==> src/rtl/packet_struct_pkg.sv <==
// Shared packet types for the TCP TX checksum path.
//  - chksum_pseudo_hdr : TCP/IPv4 pseudo header as it sits MSB-first at the top of beat 0
//  - tx_hdr_entry      : one header-queue entry handed to the checksum engine
//  - ST_* constants    : realign FSM state encoding
package packet_struct_pkg;

    localparam int IP_ADDR_W               = 32;
    localparam int TOT_LEN_W               = 16;
    localparam int PKT_TIMESTAMP_W         = 64;
    localparam int CHKSUM_PSEUDO_HDR_BYTES = 12;

    typedef struct packed {
        logic [IP_ADDR_W-1:0] src_ip;
        logic [IP_ADDR_W-1:0] dst_ip;
        logic [7:0]           zeros;
        logic [7:0]           protocol;
        logic [15:0]          tcp_len;
    } chksum_pseudo_hdr;

    typedef struct packed {
        logic [IP_ADDR_W-1:0]       src_ip;
        logic [IP_ADDR_W-1:0]       dst_ip;
        logic [TOT_LEN_W-1:0]       tcp_len;
        logic [PKT_TIMESTAMP_W-1:0] timestamp;
    } tx_hdr_entry;

    // Realign FSM states
    localparam logic [1:0] ST_IDLE   = 2'd0;  // waiting for beat 0 of a packet
    localparam logic [1:0] ST_STREAM = 2'd1;  // re-aligning payload beats
    localparam logic [1:0] ST_FLUSH  = 2'd2;  // emitting the held tail after tlast
    localparam logic [1:0] ST_DRAIN  = 2'd3;  // dropping input past tcp_len

endpackage

==> src/rtl/data_masker.sv <==
// Zeroes the low `padbytes` bytes of a beat (byte 0 = least significant byte).
// Ports: data_in, padbytes -> data_out. Purely combinational.
module data_masker #(
    parameter int DATA_W = 256,
    parameter int PAD_W  = 6
) (
    input  logic [DATA_W-1:0] data_in,
    input  logic [PAD_W-1:0]  padbytes,
    output logic [DATA_W-1:0] data_out
);

    localparam int WB = DATA_W / 8;

    genvar gi;
    generate
        for (gi = 0; gi < WB; gi++) begin : g_byte
            assign data_out[gi*8 +: 8] = (PAD_W'(gi) < padbytes) ? 8'h00 : data_in[gi*8 +: 8];
        end
    endgenerate

endmodule

==> src/rtl/tcp_chksum_hdr_fifo.sv <==
// Small synchronous header queue (DEPTH x tx_hdr_entry), show-ahead head output.
// Ports: clk/rst, push + push_entry, pop, head (valid while !empty), full, empty.
// A push and a pop in the same cycle are both honoured.
module tcp_chksum_hdr_fifo
    import packet_struct_pkg::*;
#(
    parameter int DEPTH = 4
) (
    input  logic        clk,
    input  logic        rst,
    input  logic        push,
    input  tx_hdr_entry push_entry,
    input  logic        pop,
    output tx_hdr_entry head,
    output logic        full,
    output logic        empty
);

    localparam int AW = $clog2(DEPTH);

    tx_hdr_entry    mem [DEPTH];
    logic [AW-1:0]  wr_ptr_reg;
    logic [AW-1:0]  rd_ptr_reg;
    logic [AW:0]    count_reg;
    logic           do_push;
    logic           do_pop;

    assign full    = (count_reg == (AW+1)'(DEPTH));
    assign empty   = (count_reg == '0);
    assign do_push = push && !full;
    assign do_pop  = pop && !empty;
    assign head    = mem[rd_ptr_reg];

    always_ff @(posedge clk) begin
        if (do_push) begin
            mem[wr_ptr_reg] <= push_entry;
        end
    end

    always_ff @(posedge clk) begin
        if (rst) begin
            wr_ptr_reg <= '0;
            rd_ptr_reg <= '0;
            count_reg  <= '0;
        end else begin
            if (do_push) wr_ptr_reg <= wr_ptr_reg + 1'b1;
            if (do_pop)  rd_ptr_reg <= rd_ptr_reg + 1'b1;
            case ({do_push, do_pop})
                2'b10:   count_reg <= count_reg + 1'b1;
                2'b01:   count_reg <= count_reg - 1'b1;
                default: count_reg <= count_reg;
            endcase
        end
    end

endmodule

==> src/rtl/tcp_tx_chksum_realign_ctrl.sv <==
// TX checksum front-end. Strips the pseudo header from the top of beat 0, queues
// {src_ip, dst_ip, tcp_len, timestamp}, and re-aligns the payload MSB-first onto the
// output stream with per-beat padbytes on the last beat.
// Ports: resp_* input stream (tkeep ignored); chksum_dst_tx_hdr_* header queue head with
// dst_chksum_tx_hdr_rdy pop; chksum_dst_tx_data_* payload stream with dst_chksum_tx_data_rdy.
module tcp_tx_chksum_realign_ctrl
    import packet_struct_pkg::*;
#(
    parameter int DATA_W         = 256,
    parameter int PHDR_BYTES     = 12,
    parameter int HDR_FIFO_DEPTH = 4,
    parameter int USER_W         = PKT_TIMESTAMP_W,
    parameter int LEN_W          = TOT_LEN_W
) (
    input  logic                         clk,
    input  logic                         rst,
    input  logic [DATA_W-1:0]            resp_tdata,
    input  logic [DATA_W/8-1:0]          resp_tkeep,
    input  logic [USER_W-1:0]            resp_tuser,
    input  logic                         resp_tval,
    input  logic                         resp_tlast,
    output logic                         resp_trdy,
    output logic                         chksum_dst_tx_hdr_val,
    input  logic                         dst_chksum_tx_hdr_rdy,
    output logic [IP_ADDR_W-1:0]         chksum_dst_tx_src_ip,
    output logic [IP_ADDR_W-1:0]         chksum_dst_tx_dst_ip,
    output logic [LEN_W-1:0]             chksum_dst_tx_tcp_len,
    output logic [USER_W-1:0]            chksum_dst_tx_timestamp,
    output logic                         chksum_dst_tx_data_val,
    output logic                         chksum_dst_tx_data_last,
    input  logic                         dst_chksum_tx_data_rdy,
    output logic [DATA_W-1:0]            chksum_dst_tx_data,
    output logic [$clog2(DATA_W/8):0]    chksum_dst_tx_data_padbytes,
    output logic                         chksum_dst_tx_data_err
);

    localparam int WB     = DATA_W / 8;
    localparam int S      = PHDR_BYTES;
    localparam int HOLD_W = (WB - S) * 8;
    localparam int TOP_W  = S * 8;
    localparam int PAD_W  = $clog2(WB) + 1;
    localparam int PHDR_W = CHKSUM_PSEUDO_HDR_BYTES * 8;
    localparam logic [LEN_W-1:0] WB_LEN   = LEN_W'(WB);
    localparam logic [LEN_W-1:0] TAIL_LEN = LEN_W'(WB - S);

    logic [1:0]        state_reg, state_next;
    logic [HOLD_W-1:0] hold_reg, hold_next;
    logic [LEN_W-1:0]  bytes_left_reg, bytes_left_next;

    chksum_pseudo_hdr  phdr;
    logic [LEN_W-1:0]  pkt_len;
    tx_hdr_entry       push_entry;
    tx_hdr_entry       hdr_head;
    logic              hdr_push;
    logic              hdr_full;
    logic              hdr_empty;
    logic [DATA_W-1:0] raw_data;
    logic              unused_bits;

    assign phdr        = resp_tdata[DATA_W-1 -: PHDR_W];
    assign pkt_len     = LEN_W'(phdr.tcp_len);
    assign unused_bits = ^{resp_tkeep, phdr.zeros, phdr.protocol};

    always_comb begin
        push_entry.src_ip    = phdr.src_ip;
        push_entry.dst_ip    = phdr.dst_ip;
        push_entry.tcp_len   = phdr.tcp_len;
        push_entry.timestamp = PKT_TIMESTAMP_W'(resp_tuser);
    end

    tcp_chksum_hdr_fifo #(
        .DEPTH (HDR_FIFO_DEPTH)
    ) u_hdr_fifo (
        .clk        (clk),
        .rst        (rst),
        .push       (hdr_push),
        .push_entry (push_entry),
        .pop        (dst_chksum_tx_hdr_rdy),
        .head       (hdr_head),
        .full       (hdr_full),
        .empty      (hdr_empty)
    );

    assign chksum_dst_tx_hdr_val   = !hdr_empty;
    assign chksum_dst_tx_src_ip    = hdr_head.src_ip;
    assign chksum_dst_tx_dst_ip    = hdr_head.dst_ip;
    assign chksum_dst_tx_tcp_len   = LEN_W'(hdr_head.tcp_len);
    assign chksum_dst_tx_timestamp = USER_W'(hdr_head.timestamp);

    always_comb begin
        state_next                  = state_reg;
        hold_next                   = hold_reg;
        bytes_left_next             = bytes_left_reg;
        resp_trdy                   = 1'b0;
        hdr_push                    = 1'b0;
        chksum_dst_tx_data_val      = 1'b0;
        chksum_dst_tx_data_last     = 1'b0;
        chksum_dst_tx_data_err      = 1'b0;
        chksum_dst_tx_data_padbytes = '0;
        raw_data                    = '0;

        case (state_reg)
            ST_IDLE: begin
                // No bypass when full: a same-cycle pop does not open the gate.
                resp_trdy = !hdr_full;
                if (resp_tval && !hdr_full) begin
                    hdr_push        = 1'b1;
                    hold_next       = resp_tdata[HOLD_W-1:0];
                    bytes_left_next = pkt_len;
                    if (pkt_len == '0)   state_next = resp_tlast ? ST_IDLE : ST_DRAIN;
                    else if (resp_tlast) state_next = ST_FLUSH;
                    else                 state_next = ST_STREAM;
                end
            end

            ST_STREAM: begin
                // Output is formed combinationally from the held tail and the current beat.
                resp_trdy              = dst_chksum_tx_data_rdy;
                chksum_dst_tx_data_val = resp_tval;
                raw_data               = {hold_reg, resp_tdata[DATA_W-1 -: TOP_W]};
                if (resp_tval && bytes_left_reg <= WB_LEN) begin
                    chksum_dst_tx_data_last     = 1'b1;
                    chksum_dst_tx_data_padbytes = PAD_W'(WB_LEN - bytes_left_reg);
                end
                if (resp_tval && dst_chksum_tx_data_rdy) begin
                    hold_next = resp_tdata[HOLD_W-1:0];
                    if (bytes_left_reg <= WB_LEN) begin
                        bytes_left_next = '0;
                        state_next      = resp_tlast ? ST_IDLE : ST_DRAIN;
                    end else begin
                        bytes_left_next = bytes_left_reg - WB_LEN;
                        state_next      = resp_tlast ? ST_FLUSH : ST_STREAM;
                    end
                end
            end

            ST_FLUSH: begin
                // Only the held tail remains; more owed bytes than held means a short packet.
                chksum_dst_tx_data_val  = 1'b1;
                chksum_dst_tx_data_last = 1'b1;
                raw_data                = {hold_reg, {TOP_W{1'b0}}};
                if (bytes_left_reg > TAIL_LEN) begin
                    chksum_dst_tx_data_err      = 1'b1;
                    chksum_dst_tx_data_padbytes = PAD_W'(S);
                end else begin
                    chksum_dst_tx_data_padbytes = PAD_W'(WB_LEN - bytes_left_reg);
                end
                if (dst_chksum_tx_data_rdy) begin
                    bytes_left_next = '0;
                    state_next      = ST_IDLE;
                end
            end

            default: begin
                resp_trdy = 1'b1;
                if (resp_tval && resp_tlast) state_next = ST_IDLE;
            end
        endcase
    end

    data_masker #(
        .DATA_W (DATA_W),
        .PAD_W  (PAD_W)
    ) u_masker (
        .data_in  (raw_data),
        .padbytes (chksum_dst_tx_data_padbytes),
        .data_out (chksum_dst_tx_data)
    );

    always_ff @(posedge clk) begin
        if (rst) begin
            state_reg      <= ST_IDLE;
            hold_reg       <= '0;
            bytes_left_reg <= '0;
        end else begin
            state_reg      <= state_next;
            hold_reg       <= hold_next;
            bytes_left_reg <= bytes_left_next;
        end
    end

endmodule

==> config.mk <==
export PLATFORM = sky130hd
export DESIGN_NAME = tcp_tx_chksum_realign_ctrl
export DESIGN_NICKNAME = d
export VERILOG_FILES = /design/src/rtl/packet_struct_pkg.sv /design/src/rtl/data_masker.sv /design/src/rtl/tcp_chksum_hdr_fifo.sv /design/src/rtl/tcp_tx_chksum_realign_ctrl.sv
export SDC_FILE = /design/constraint.sdc
export NUM_CORES = 1
export LEC_CHECK = 0
export CAP_MARGIN = 15
export CORE_ASPECT_RATIO = 0.5
export CORE_MARGIN = 5
export CORE_UTILIZATION = 44
export DETAILED_ROUTE_END_ITERATION = 10
export PLACE_DENSITY = 0.79
export SYNTH_ARGS = -nofsm -noshare
export SYNTH_HDL_FRONTEND = slang
export SYNTH_SLANG_ARGS = --single-unit
==> constraint.sdc <==
create_clock -name clk -period 4.45 [get_ports clk]
set_input_delay 0.445 -clock clk [delete_from_list [all_inputs] [get_ports clk]]
set_output_delay 0.445 -clock clk [all_outputs]
set_load 0.1 [all_outputs]
==> impl_metrics.ini <==
[global_route]
antenna_found_initial = 20
grt_pass1_vias = 20533
grt_max_degree = 161
groute.usage.overall_pct = 23.50
globalRoute.totalOverflow = 0
grt_pass1_wl_um = 132100

[timing]
worst_pin_slew_ns = 1.086
fin_skew_ns = 0.01992
slew_violations = 0
period_needed_ns = 4.285
report.final.setup_viol = 0
fmax_mhz = 233.4
finalCritPeriodShare_pct = 96.30
rsz0062_at_grt = yes
hold_viol = 0
slew_headroom_pct = 27.35

[layout]
largest_reg_flops = 576
design_area_um2 = 44250
drive_gt1_share_pct = 27.65
synthToLayoutAreaGrowth_pct = 46.16
n_fill_cell = 4784
final_net_count = 3166

[clock_tree]
clock_sinks = 763
clk_pin_slew_ns = 0.07
cts-root-buf = clkbuf_16
cts.htree.levels = 3
clock_latency_ns = 0.64
numCtsBuffers = 70
cts_tree = yes
clockBufferDepth = 3

[route]
via_count = 20212
wl_per_cell_um = 23.90
routed_wirelength_um = 90240
drc = 0
via_per_inst = 5.353
dr.first_iter.drc_count = 1563
antenna_left = 0
dr.pass1.iters = 5

[run_status]
run_status = complete, no violations

[placement]
gp_congestion = 0.9219
place_hpwl_um = 60990
numPortBuffers = 736
dpl_cell_area_um2 = 41440

[floorplan]
die_area_um2 = 74470
ios = 769
core_um2 = 68580
std_cell_rows = 68
fp.dieW_um = 381.0
initial_core_util_pct = 44.15
die_h_um = 195.5

[power_and_ir_drop]
p_int_w = 0.01707
power.total_w = 0.03232
clkPwrFrac_pct = 19.0
swShare_pct = 47.19
powerDensity_nw_per_um2 = 730.4
ir_drop_v = 0.0005822
power_switching_w = 0.01525
pwr-share-seq_pct = 29.1
p_comb_share_pct = 51.9
cellLeakagePower_nw = 15.12

[critical_path]
cp-start-kind = flip-flop
critical_path.endpoint_type = output port
worstPathMaxFanout = 16
crit_arrival_ns = 3.84
critPathRequiredTime_ns = 4.01
r2r_cells = 9
worstReg2RegEnd = bytes_left_reg[12]
r2r_setup_slack_ns = 1.63
critical_path_class = flip-flop to output port
rr_startpoint = bytes_left_reg[0]

[min_path]
hold_class = primary input to flip-flop
hold_start = rst
whs_endpoint = hold_reg[98]
hold_depth = 2

[yosys]
ys.flop_type = edfxtp_1
yosys-top-cells-area = edfxtp_1 57%, dfxtp_1 12%, mux4_2 11%, nand2_1 4.2%, a21oi_1 3.0%
yosysTopAreaCell = edfxtp_1
synth-seq-area-share_pct = 69.49
synthCells = 2042
syn_area_um2 = 30280
syn_nets = 2416
syn_area_per_cell_um2 = 14.83
yosysTopAreaCellShare_pct = 57.13
ys_ff_latch = 763
yosysWarnings = 0
synth_edf_count = 576
synth_common_cells = 576 x edfxtp_1, 339 x nand2_1, 187 x dfxtp_1
async_flop_share_pct = 0
synth.distinct_cells = 65
synth.most_common_cell = edfxtp_1

[flow_run]
maxCapViolCount = 0
==> cells by family (layout without fill, tap and decap cells) <==
family,after synthesis,in the layout,synth area share [%]
other,0,16,0
AO/OA/AOI/OAI,299,299,6.029
adder cells (fa/ha/maj),16,16,0.6860
XOR/XNOR,14,14,0.4050
flip-flops,763,763,69.49
AND/OR/NAND/NOR,660,660,10.73
buffers and inverters,145,953,1.905
multiplexers,145,145,10.75
==> cell usage in the layout (no fill, tap or decap), types with 6 or more instances in the layout <==
cell type	instances
inv_1	23
nor3b_2	24
buf_4	131
diode_2	16
ha_1	13
clkinv_2	11
buf_12	266
nor2_1	33
and2_1	126
mux4_2	144
and2_4	6
and3_1	33
o21ai_0	10
nor3b_1	10
nor4_1	8
nand2_1	336
nor3_1	11
a22oi_1	6
clkbuf_16	73
dfxtp_1	185
nor2b_1	18
edfxtp_1	576
a211oi_1	11
clkdlybuf4s50_1	394
a21boi_2	47
clkinv_1	9
clkbuf_1	13
nand3_1	11
a21oi_1	182
xor2_1	9
==> area by class of cell <==
class,count,area [um^2],share of cell area (%)
Inverter,26,97.59,0.2205
Tap cell,910,1139,2.573
Clock inverter,40,411.6,0.9302
Multi-Input combinational cell,1134,9229,20.86
Antenna cell,16,40.04,0.09048
Sequential cell,763,21050,47.56
Timing Repair Buffer,797,10370,23.43
Clock buffer,90,1919,4.337
==> repair_timing <==
item                                    CTS  global route
endpoints found under the setup margin  242           106
hold buffers                              0             0
cloned                                    2             1
hold endpoints to repair                  0             0
gates resized for setup                  27            16
setup buffers                             9             7
pin swaps                                 3             1
==> critical path, cell delays in order, from the launching register on <==
cell and delay (ns):
dfxtp_1 0.36, inv_2 0.14, ha_4 0.19, or4b_4 0.49, a2111o_1 0.43, inv_2 0.10
nand3_4 0.13, a221o_4 0.47, buf_4 0.16, a2bb2oi_4 0.21, clkbuf_16 0.24, a21boi_2 0.08
buf_12 0.17
==> metal layers <==
layer  routed length, um  share of wire [%]  GRT usage (%)
met1               32170                 36          26.89
met2               48610                 54          42.02
met3                5098                5.6          5.212
met4                4296                4.8          11.50
met5                  66              0.073              0
==> power groups by stage <==
stage | Sequential, W | Combinational [W] | Clock (W)
2_1_floorplan | 0.00933 | 0.0118 | 0
3_3_place_gp | 0.00945 | 0.0163 | 0
3_5_place_dp | 0.00953 | 0.0164 | 0
4_1_cts | 0.00940 | 0.0168 | 0.00628
5_1_grt | 0.00950 | 0.0174 | 0.00661
6_report | 0.00940 | 0.0168 | 0.00613
==> worst max path at each step <==
stage / from / to / slack, ns / depth (start not counted)
after floorplan: bytes_left_reg[0] / chksum_dst_tx_data[40] / -0.72 / 9
after global placement: bytes_left_reg[0] / chksum_dst_tx_data[160] / 0.36 / 11
after detailed placement: bytes_left_reg[0] / chksum_dst_tx_data[160] / 0.34 / 11
after CTS: bytes_left_reg[0] / chksum_dst_tx_data[81] / 0.02 / 9
after global routing: state_reg[0] / chksum_dst_tx_data[230] / -0.04 / 10
final: bytes_left_reg[0] / chksum_dst_tx_data[215] / 0.16 / 12
==> through the flow <==
step	setup slack, ns	hold slack [ns]	std cells	TNS [ns]	utilization [%]
after global placement	0.3646	0.4361	3609	0	60.42
final	0.1647	0.3545	3776	0	64.53
after detailed placement	0.3391	0.4421	3610	0	60.43
after CTS	0.02062	0.3008	3751	0	64.24
after floorplan	-0.7170	0.4306	2042	-7.423	-
after global routing	-0.04305	0.3305	3774	-0.3376	64.52
Power figures use the tool's default switching activity.
